`config.mk`:
```
export PLATFORM = sky130hd
export DESIGN_NAME = acc_mem_arbiter
export DESIGN_NICKNAME = d
export VERILOG_FILES = /design/src/rtl/acc_pkg.sv /design/src/rtl/arb_starve_ctr.sv /design/src/rtl/acc_mem_arbiter.sv
export SDC_FILE = /design/constraint.sdc
export NUM_CORES = 1
export LEC_CHECK = 0
export CAP_MARGIN = 20
export CORE_MARGIN = 2
export CORE_UTILIZATION = 32
export DETAILED_ROUTE_END_ITERATION = 6
export GPL_TIMING_DRIVEN = 1
export PLACE_DENSITY = 0.77
export SYNTH_ARGS = -nofsm -noshare
export SYNTH_HDL_FRONTEND = slang
export SYNTH_SLANG_ARGS = --single-unit
```
`constraint.sdc`:
```
create_clock -name CLK -period 1.84 [get_ports CLK]
set_clock_uncertainty 0.15 [all_clocks]
set_input_delay 0.368 -clock CLK [delete_from_list [all_inputs] [get_ports CLK]]
set_output_delay 0.368 -clock CLK [all_outputs]
set_load 0.02 [all_outputs]
```
`src/rtl/acc_pkg.sv`:
```
// Shared types and defaults for the accumulator-machine memory arbiter.
package acc_pkg;

    localparam int unsigned DATA_WIDTH_DEF = 16;
    localparam int unsigned ADDR_WIDTH_DEF = 10;

    typedef enum logic [1:0] {
        OWN_NONE = 2'd0,
        OWN_CPU  = 2'd1,
        OWN_IO   = 2'd2
    } owner_e;

    // Bits needed to count 0..limit inclusive.
    function automatic int unsigned ctr_width(input int unsigned limit);
        return (limit < 1) ? 1 : $clog2(limit + 1);
    endfunction

endpackage

```
`src/rtl/arb_starve_ctr.sv`:
```
// Saturating count of consecutive cycles an IO request has waited without a grant.
module arb_starve_ctr
    import acc_pkg::*;
#(
    parameter int unsigned LIMIT = 4
) (
    input  logic CLK,
    input  logic Reset,
    input  logic i_inc,
    input  logic i_clr,
    output logic o_at_limit
);

    localparam int unsigned CW = ctr_width(LIMIT);

    logic [CW-1:0] r_cnt;

    always_ff @(posedge CLK or negedge Reset) begin
        if (!Reset) begin
            r_cnt <= '0;
        end else if (i_clr) begin
            r_cnt <= '0;
        end else if (i_inc && (r_cnt != CW'(LIMIT))) begin
            r_cnt <= r_cnt + CW'(1);
        end
    end

    assign o_at_limit = (r_cnt == CW'(LIMIT));

endmodule

```
`src/rtl/acc_mem_arbiter.sv`:
```
// Single-port memory arbiter between the CPU datapath and the IO/DMA requester,
// with same-cycle grant, read-return routing and bounded IO starvation.
module acc_mem_arbiter
    import acc_pkg::*;
#(
    parameter int unsigned DATA_WIDTH   = DATA_WIDTH_DEF,
    parameter int unsigned ADDR_WIDTH   = ADDR_WIDTH_DEF,
    parameter int unsigned STARVE_LIMIT = 4
) (
    input  logic                  CLK,
    input  logic                  Reset,
    input  logic                  cpu_req,
    input  logic                  cpu_we,
    input  logic [ADDR_WIDTH-1:0] cpu_addr,
    input  logic [DATA_WIDTH-1:0] cpu_wdata,
    output logic                  cpu_gnt,
    output logic                  cpu_rvalid,
    output logic [DATA_WIDTH-1:0] cpu_rdata,
    input  logic                  io_req,
    input  logic                  io_we,
    input  logic [ADDR_WIDTH-1:0] io_addr,
    input  logic [DATA_WIDTH-1:0] io_wdata,
    output logic                  io_gnt,
    output logic                  io_rvalid,
    output logic [DATA_WIDTH-1:0] io_rdata,
    output logic [ADDR_WIDTH-1:0] mem_addr,
    output logic [DATA_WIDTH-1:0] mem_data,
    output logic                  mem_we,
    input  logic [DATA_WIDTH-1:0] mem_q
);

    logic                  w_cpu_win;
    logic                  w_io_win;
    logic                  w_at_limit;
    owner_e                w_owner_nxt;
    owner_e                r_owner;
    logic [ADDR_WIDTH-1:0] r_addr;
    logic [DATA_WIDTH-1:0] r_data;

    arb_starve_ctr #(
        .LIMIT      (STARVE_LIMIT)
    ) u_starve (
        .CLK        (CLK),
        .Reset      (Reset),
        .i_inc      (io_req & ~w_io_win),
        .i_clr      (~io_req | w_io_win),
        .o_at_limit (w_at_limit)
    );

    // Winner select; no grants while reset is held.
    always_comb begin
        w_cpu_win = 1'b0;
        w_io_win  = 1'b0;
        if (Reset) begin
            if (cpu_req && !(io_req && w_at_limit)) begin
                w_cpu_win = 1'b1;
            end else if (io_req) begin
                w_io_win = 1'b1;
            end
        end
    end

    assign cpu_gnt = w_cpu_win;
    assign io_gnt  = w_io_win;

    // Memory port mux; idle cycles replay the last issued address/data.
    always_comb begin
        mem_addr    = r_addr;
        mem_data    = r_data;
        mem_we      = 1'b0;
        w_owner_nxt = OWN_NONE;
        if (w_cpu_win) begin
            mem_addr    = cpu_addr;
            mem_data    = cpu_wdata;
            mem_we      = cpu_we;
            w_owner_nxt = cpu_we ? OWN_NONE : OWN_CPU;
        end else if (w_io_win) begin
            mem_addr    = io_addr;
            mem_data    = io_wdata;
            mem_we      = io_we;
            w_owner_nxt = io_we ? OWN_NONE : OWN_IO;
        end
    end

    always_ff @(posedge CLK or negedge Reset) begin
        if (!Reset) begin
            r_owner <= OWN_NONE;
            r_addr  <= '0;
            r_data  <= '0;
        end else begin
            r_owner <= w_owner_nxt;
            if (w_cpu_win || w_io_win) begin
                r_addr <= mem_addr;
                r_data <= mem_data;
            end
        end
    end

    assign cpu_rvalid = (r_owner == OWN_CPU);
    assign io_rvalid  = (r_owner == OWN_IO);
    assign cpu_rdata  = mem_q;
    assign io_rdata   = mem_q;

endmodule

```
==> results of run 1 <==
## registers in the layout, summed over array words and instances (netlist names)
register        cells
u_starve.r_cnt      3
r_owner             2
r_data             16
r_addr             10
## cells by family (layout without fill, tap and decap cells)
family                     Yosys count  in the layout  share of synthesized area [%]
AOI/OAI and AO/OA                   56             56                          28.82
adders and majority gates            2              2                          1.253
DFF                                 31             31                          38.85
and+or+nand+nor                     39             39                          12.03
muxes                                1              1                         0.5013
buffers and inverters               47            137                          18.11
xor gates and xnor gates             1              1                         0.4387
## worst min-delay path by stage
stage | endpoint | slack (ns)
floorplan | r_addr[0]$_DFFE_PN0P_ | -0.08
global placement | r_addr[7]$_DFFE_PN0P_ | 0.25
detailed placement | r_addr[7]$_DFFE_PN0P_ | 0.25
CTS | r_data[14]$_DFFE_PN0P_ | 0.44
global route | r_addr[1]$_DFFE_PN0P_ | 0.46
finish | r_data[14]$_DFFE_PN0P_ | 0.44
## power breakdown
group	total, mW	internal, mW	switching, mW	leakage, nW
registers	0.786	0.766	0.0202	0.388
logic	0.908	0.526	0.382	0.991
clock network	0.579	0.341	0.238	0.0515
## area by class of cell
cell class                      count  area share [%]
Clock buffer                        8           3.123
Timing Repair Buffer              127           41.88
Inverter                            2          0.2342
Sequential cell                    31           24.20
Tap cell                           75           2.927
Multi-Input combinational cell     99           27.63
## worst register-to-register path, delay by kind of cell (launching register included)
family / cells / cell delay, ns
flip-flops: 1 / 0.38
adder cells (fa/ha/maj): 1 / 0.17
AO/OA/AOI/OAI: 2 / 0.50
buffers and inverters: 5 / 0.65
## metal layers
| layer | vias to the layer above | share of wire [%] | GRT usage [%] |
|---|---|---|---|
| met3 | 10 | 6.8 | 5.567 |
| met1 | 882 | 41 | 16.72 |
| li1 | 834 | - | - |
| met2 | 60 | 52 | 27.79 |
| met5 | - | 0 | 0 |
| met4 | 0 | 1.0 | 4.173 |
## layout by cell type, fill, tap and decap left out
cell | netlist | routed
clkbuf_8 | 0 | 7
nand2_1 | 2 | 2
dfrtp_1 | 31 | 31
and2b_1 | 1 | 1
nor2b_1 | 3 | 3
a22o_4 | 0 | 1
a21oi_4 | 1 | 1
buf_6 | 8 | 33
ha_4 | 0 | 1
clkbuf_1 | 1 | 1
clkbuf_16 | 0 | 2
nor2_1 | 2 | 2
mux2i_1 | 1 | 1
nand2_4 | 0 | 1
dlygate4sd3_1 | 0 | 1
clkdlybuf4s50_1 | 0 | 54
inv_2 | 0 | 2
buf_12 | 0 | 3
nand2_2 | 2 | 1
buf_2 | 4 | 3
bufbuf_16 | 0 | 2
xnor2_1 | 1 | 1
buf_8 | 0 | 1
nor3b_1 | 2 | 2
ha_1 | 2 | 1
a221o_1 | 52 | 52
nor4b_1 | 1 | 1
buf_4 | 32 | 24
o21ai_2 | 1 | 1
dlygate4sd2_1 | 0 | 4
and2_1 | 26 | 26
a31oi_4 | 1 | 1
## repair_timing
| action | CTS | global route |
|---|---|---|
| gates cloned | 5 | 1 |
| buffers inserted | 5 | 5 |
| hold buffers | 1 | 0 |
| setup endpoints to repair | 31 | 51 |
| pin swaps | 25 | 3 |
| resized for setup | 182 | 4 |
| hold endpoints to repair | 31 | 0 |
## stage by stage
stage | hold slack, ns | area, µm² | setup TNS (ns)
floorplan | -0.07759 | 2026 | -1.345
global placement | 0.2505 | 2841 | -30.03
detailed placement | 0.2542 | 2841 | -31.23
CTS | 0.4406 | 3134 | -14.55
global route | 0.4554 | 3206 | -16.92
finish | 0.4358 | 3206 | -13.77
==> results.cfg, run 1 <==
[run_status]
status = finished, violations left
violations = setup timing

[setup_path]
cp_cell_sequence = inv_2 -> ha_4 -> a31oi_4 -> clkbuf_16 -> a221o_1 -> buf_6
timing.rr.end = r_addr[0]$_DFFE_PN0P_
startpoint = u_starve.r_cnt[1]$_DFFE_PN0P_
r2r_cells = 8
r2r_start = u_starve.r_cnt[1]$_DFFE_PN0P_
crit_type = reg2out
critPathSlowestCell = dfrtp_1
crit_arrival_ns = 1.76
path_delay_family = compound AO/OA/AOI/OAI gates
cp-endpoint = mem_addr[9]
end_kind = primary output
worstSetupPathDepth = 6
cp_max_fo = 7
slowest_delay_ns = 0.38
critPathLaunchType = register
crit_buf_inv = 3
cp.required_ns = 1.32
regToRegSetupSlack_ns = -0.15

[global_routing]
grt_pass1_vias = 1870
track_usage_pct = 15.31
grt_max_degree = 25
grt_antenna_before_repair = 0
overflow = 0
grt_pass1_wl_mm = 8.728

[clock_tree]
cts_tree = built
clockBufferDepth = 2
clkSinkCount = 31
clk_pin_slew_ns = 0.07
root_buffer = clkbuf_8
cts_made_buffers = 5
clock_latency_ns = 0.28
htree_levels = 2

[die]
start_util_pct = 33.33
io_pins = 137
dieArea_um2 = 6888
die_height_um = 83.00
core_um2 = 5991
die_x_um = 83.00
rows = 28

[placement]
port_buffers = 88
dpl.hpwl_mm = 3.583
dp_cells = 317
preCtsSetupSlack_ns = -0.9816
gp_congestion = 0.7025

[synth]
synth_top_area_share_pct = 38.85
synthCells = 177
synth-async-reset-ratio_pct = 100.0
synth_seq_cells = 31
synth_warnings = 0
syn_area_um2 = 1997
synth_top_flop_cell = dfrtp_1
ys_types = 22
yosysSeqAreaShare_pct = 38.85
synth_area_leaders = dfrtp_1, a221o_1, buf_4
synth_area_per_cell_um2 = 11.28
syn_nets = 253
yosysMostFrequentCell = a221o_1
synth_edf_count = 0
synth.top_cells.by_count = a221o_1, buf_4, dfrtp_1
yosys.area.top_type = dfrtp_1

[timing]
final.period_utilization_pct = 123.8
fin_crit_ns = 2.277
slew_headroom_pct = 75.73
setup_ws_ns = -0.4371
slew_violations = 0
hold_violations = 0
worst_slew_pin_slew_ns = 0.3641
rsz0062_at_grt = yes
clock.fmax_mhz = 439.2
setup_viol = 51

[finish]
nets = 342
syn_to_final_growth_pct = 60.53
diodes = 0
fin_cells = 342
fin_util_pct = 53.51
seq_area_um2 = 775.7
multiInputGateArea_um2 = 885.9
drive_gt1_share_pct = 31.46
fillers = 536

[min_path]
holdCritPathClass = reg2reg
whs_path_depth = 2
worstHoldStart = r_data[14]$_DFFE_PN0P_

[pwr]
peakVddDrop_mv = 0.3308
power_density_nw_per_um2 = 709.1
p_leak_nw = 1.430
p_total_mw = 2.273

[routing]
vias_per_cell = 5.222
vias = 1786
final_antenna_net_count = 0
totalWireLength_mm = 5.537
drt_iter0_drc = 87
drc = 0
drt-wirelength-per-cell_um = 16.19
drt-pass1-iter-count = 4

[job]
max_cap_viol_count = 0
(Power assumes the default switching activity.)
==> run 2: changes to the inputs <==
CORE_MARGIN = unset   (was 2)
==> run 2 against run 1 <==
Effect of this change: the flow still finishes with violations (setup timing); final cell count decreased by 2.6%; clock power decreased by 1%; core utilization decreased by 2.8 points; worst setup slack improved by 0.027 ns; flip-flop and latch count unchanged; clock-buffer cell count unchanged; critical path depth unchanged; fmax increased by 1.2%; cell area decreased by 5.8%; highest routed layer unchanged.
==> results.cfg, run 2 (synthesis results as in run 1) <==
[run_status]
status = finished, violations left
violations = setup timing

[timing]
hold_violations = 0
slew_headroom_pct = 83.53
setup_ws_ns = -0.4096
clock.fmax_mhz = 444.5
slew_violations = 0
worst_slew_pin_slew_ns = 0.2471
holdWs_ns = 0.4314
setup_viol = 29
rsz0062_at_grt = yes
setup_tns_ns = -10.44
final.period_utilization_pct = 122.3
fin_crit_ns = 2.250

[routing]
totalWireLength_mm = 4.878
drt-pass1-iter-count = 4
vias = 1746
drt-wirelength-per-cell_um = 14.65
vias_per_cell = 5.243
drc = 0
final_antenna_net_count = 0
drt_iter0_drc = 65

[finish]
nets = 333
fin_cells = 333
fin_util_pct = 50.69
layout_commonest_cell = clkdlybuf4s50_1
fillers = 545
stdcell_area_um2 = 3019
final_cell_mix = clkdlybuf4s50_1, a221o_1, dfrtp_1
drive_gt1_share_pct = 29.07
diodes = 0
reg_top3 = r_data (16), r_addr (10), u_starve.r_cnt (3)
syn_to_final_growth_pct = 51.19
largest_register_ffs = 16
regMostFlops = r_data

[global_routing]
grt_antenna_before_repair = 0
grt_pass1_wl_mm = 7.590
track_usage_pct = 14.90
grt_pass1_vias = 1690
grt_max_degree = 27
overflow = 0

[pwr]
p_total_mw = 2.167
power_density_nw_per_um2 = 717.9
p_leak_nw = 1.348
peakVddDrop_mv = 0.4231

[placement]
preCtsSetupSlack_ns = -0.9376
dpl.hpwl_mm = 3.394
dpl_cell_area_um2 = 2889
dp_cells = 320
gp_congestion = 0.7151
port_buffers = 88

[setup_path]
crit_buf_inv = 3
critPathLaunchType = register
cp_max_fo = 26
crit_type = reg2out
end_kind = primary output
slowest_delay_ns = 0.39
critPathSlowestCell = dfrtp_1
cp.required_ns = 1.32
crit_arrival_ns = 1.73
cp_cell_sequence = inv_2 -> ha_4 -> a31oi_4 -> buf_12 -> a221o_1 -> buf_6
path_delay_family = compound AO/OA/AOI/OAI gates

[min_path]
holdCritPathClass = reg2reg

[clock_tree]
clock_latency_ns = 0.27
cts_made_buffers = 5
clk_pin_slew_ns = 0.06
clkSinkCount = 31
root_buffer = clkbuf_8
clockBufferDepth = 2
htree_levels = 2
cts_tree = built

[die]
die_x_um = 81.00
die_height_um = 81.00
rows = 28
start_util_pct = 33.53
core_um2 = 5956
io_pins = 137
dieArea_um2 = 6560

[job]
max_cap_viol_count = 0
## run 2: cell count changes in the layout (fill, tap and decap cells not counted), sizes merged
cell / previous run / this run
bufbuf: 2 / 1
buf: 64 / 57
clkbuf: 10 / 9
## run 2: final timing paths
kind	from	to	slack, ns	depth (start not counted)
setup / recovery	u_starve.r_cnt[1]$_DFFE_PN0P_	mem_data[7]	-0.41	6
hold / removal	r_data[10]$_DFFE_PN0P_	r_data[10]$_DFFE_PN0P_	0.43	2
setup reg to reg	u_starve.r_cnt[0]$_DFFE_PN0P_	r_addr[0]$_DFFE_PN0P_	0.12	7
hold reg to reg	r_data[10]$_DFFE_PN0P_	r_data[10]$_DFFE_PN0P_	0.43	2
max in group asynchronous	Reset	r_data[7]$_DFFE_PN0P_	0.81	3
min in group asynchronous	Reset	r_addr[7]$_DFFE_PN0P_	0.51	3
## run 2: repair_timing
item                                    in CTS  in global routing
endpoints found under the setup margin      31                 29
cloned                                       1                  1
endpoints found under the hold margin       31                  0
hold buffers                                 1                  0
setup buffers                                1                  1
gates resized for setup                    131                 20
## run 2: final cells by class
class / count / area [µm²] / area share (%)
tap: 75 / 93.84 / 3.108
clock buffer: 8 / 100.1 / 3.315
inverter: 2 / 7.507 / 0.2487
multi-input combinational: 99 / 885.9 / 29.34
sequential: 31 / 775.7 / 25.69
timing repair buffer: 118 / 1156 / 38.29
## run 2: tightest hold or removal path, cell delays in order, from the launching register on
cell	delay, ns
dfrtp_1	0.31
and2_1	0.13
a221o_1	0.11
## run 2: report_power, final
group          total (mW)  switching, mW  internal [mW]
sequential          0.786         0.0199          0.766
combinational       0.809          0.359          0.450
clock               0.573          0.232          0.341
## run 2: per-layer routing
layer | wire length (µm) | up-vias | part of all wire [%] | GRT usage (%)
li1 | - | 820 | - | -
met1 | 2031 | 855 | 42 | 18.40
met2 | 2430 | 62 | 50 | 25.21
met3 | 362 | 9 | 7.4 | 3.258
met4 | 53 | 0 | 1.1 | 5.714
met5 | 0 | - | 0 | 0
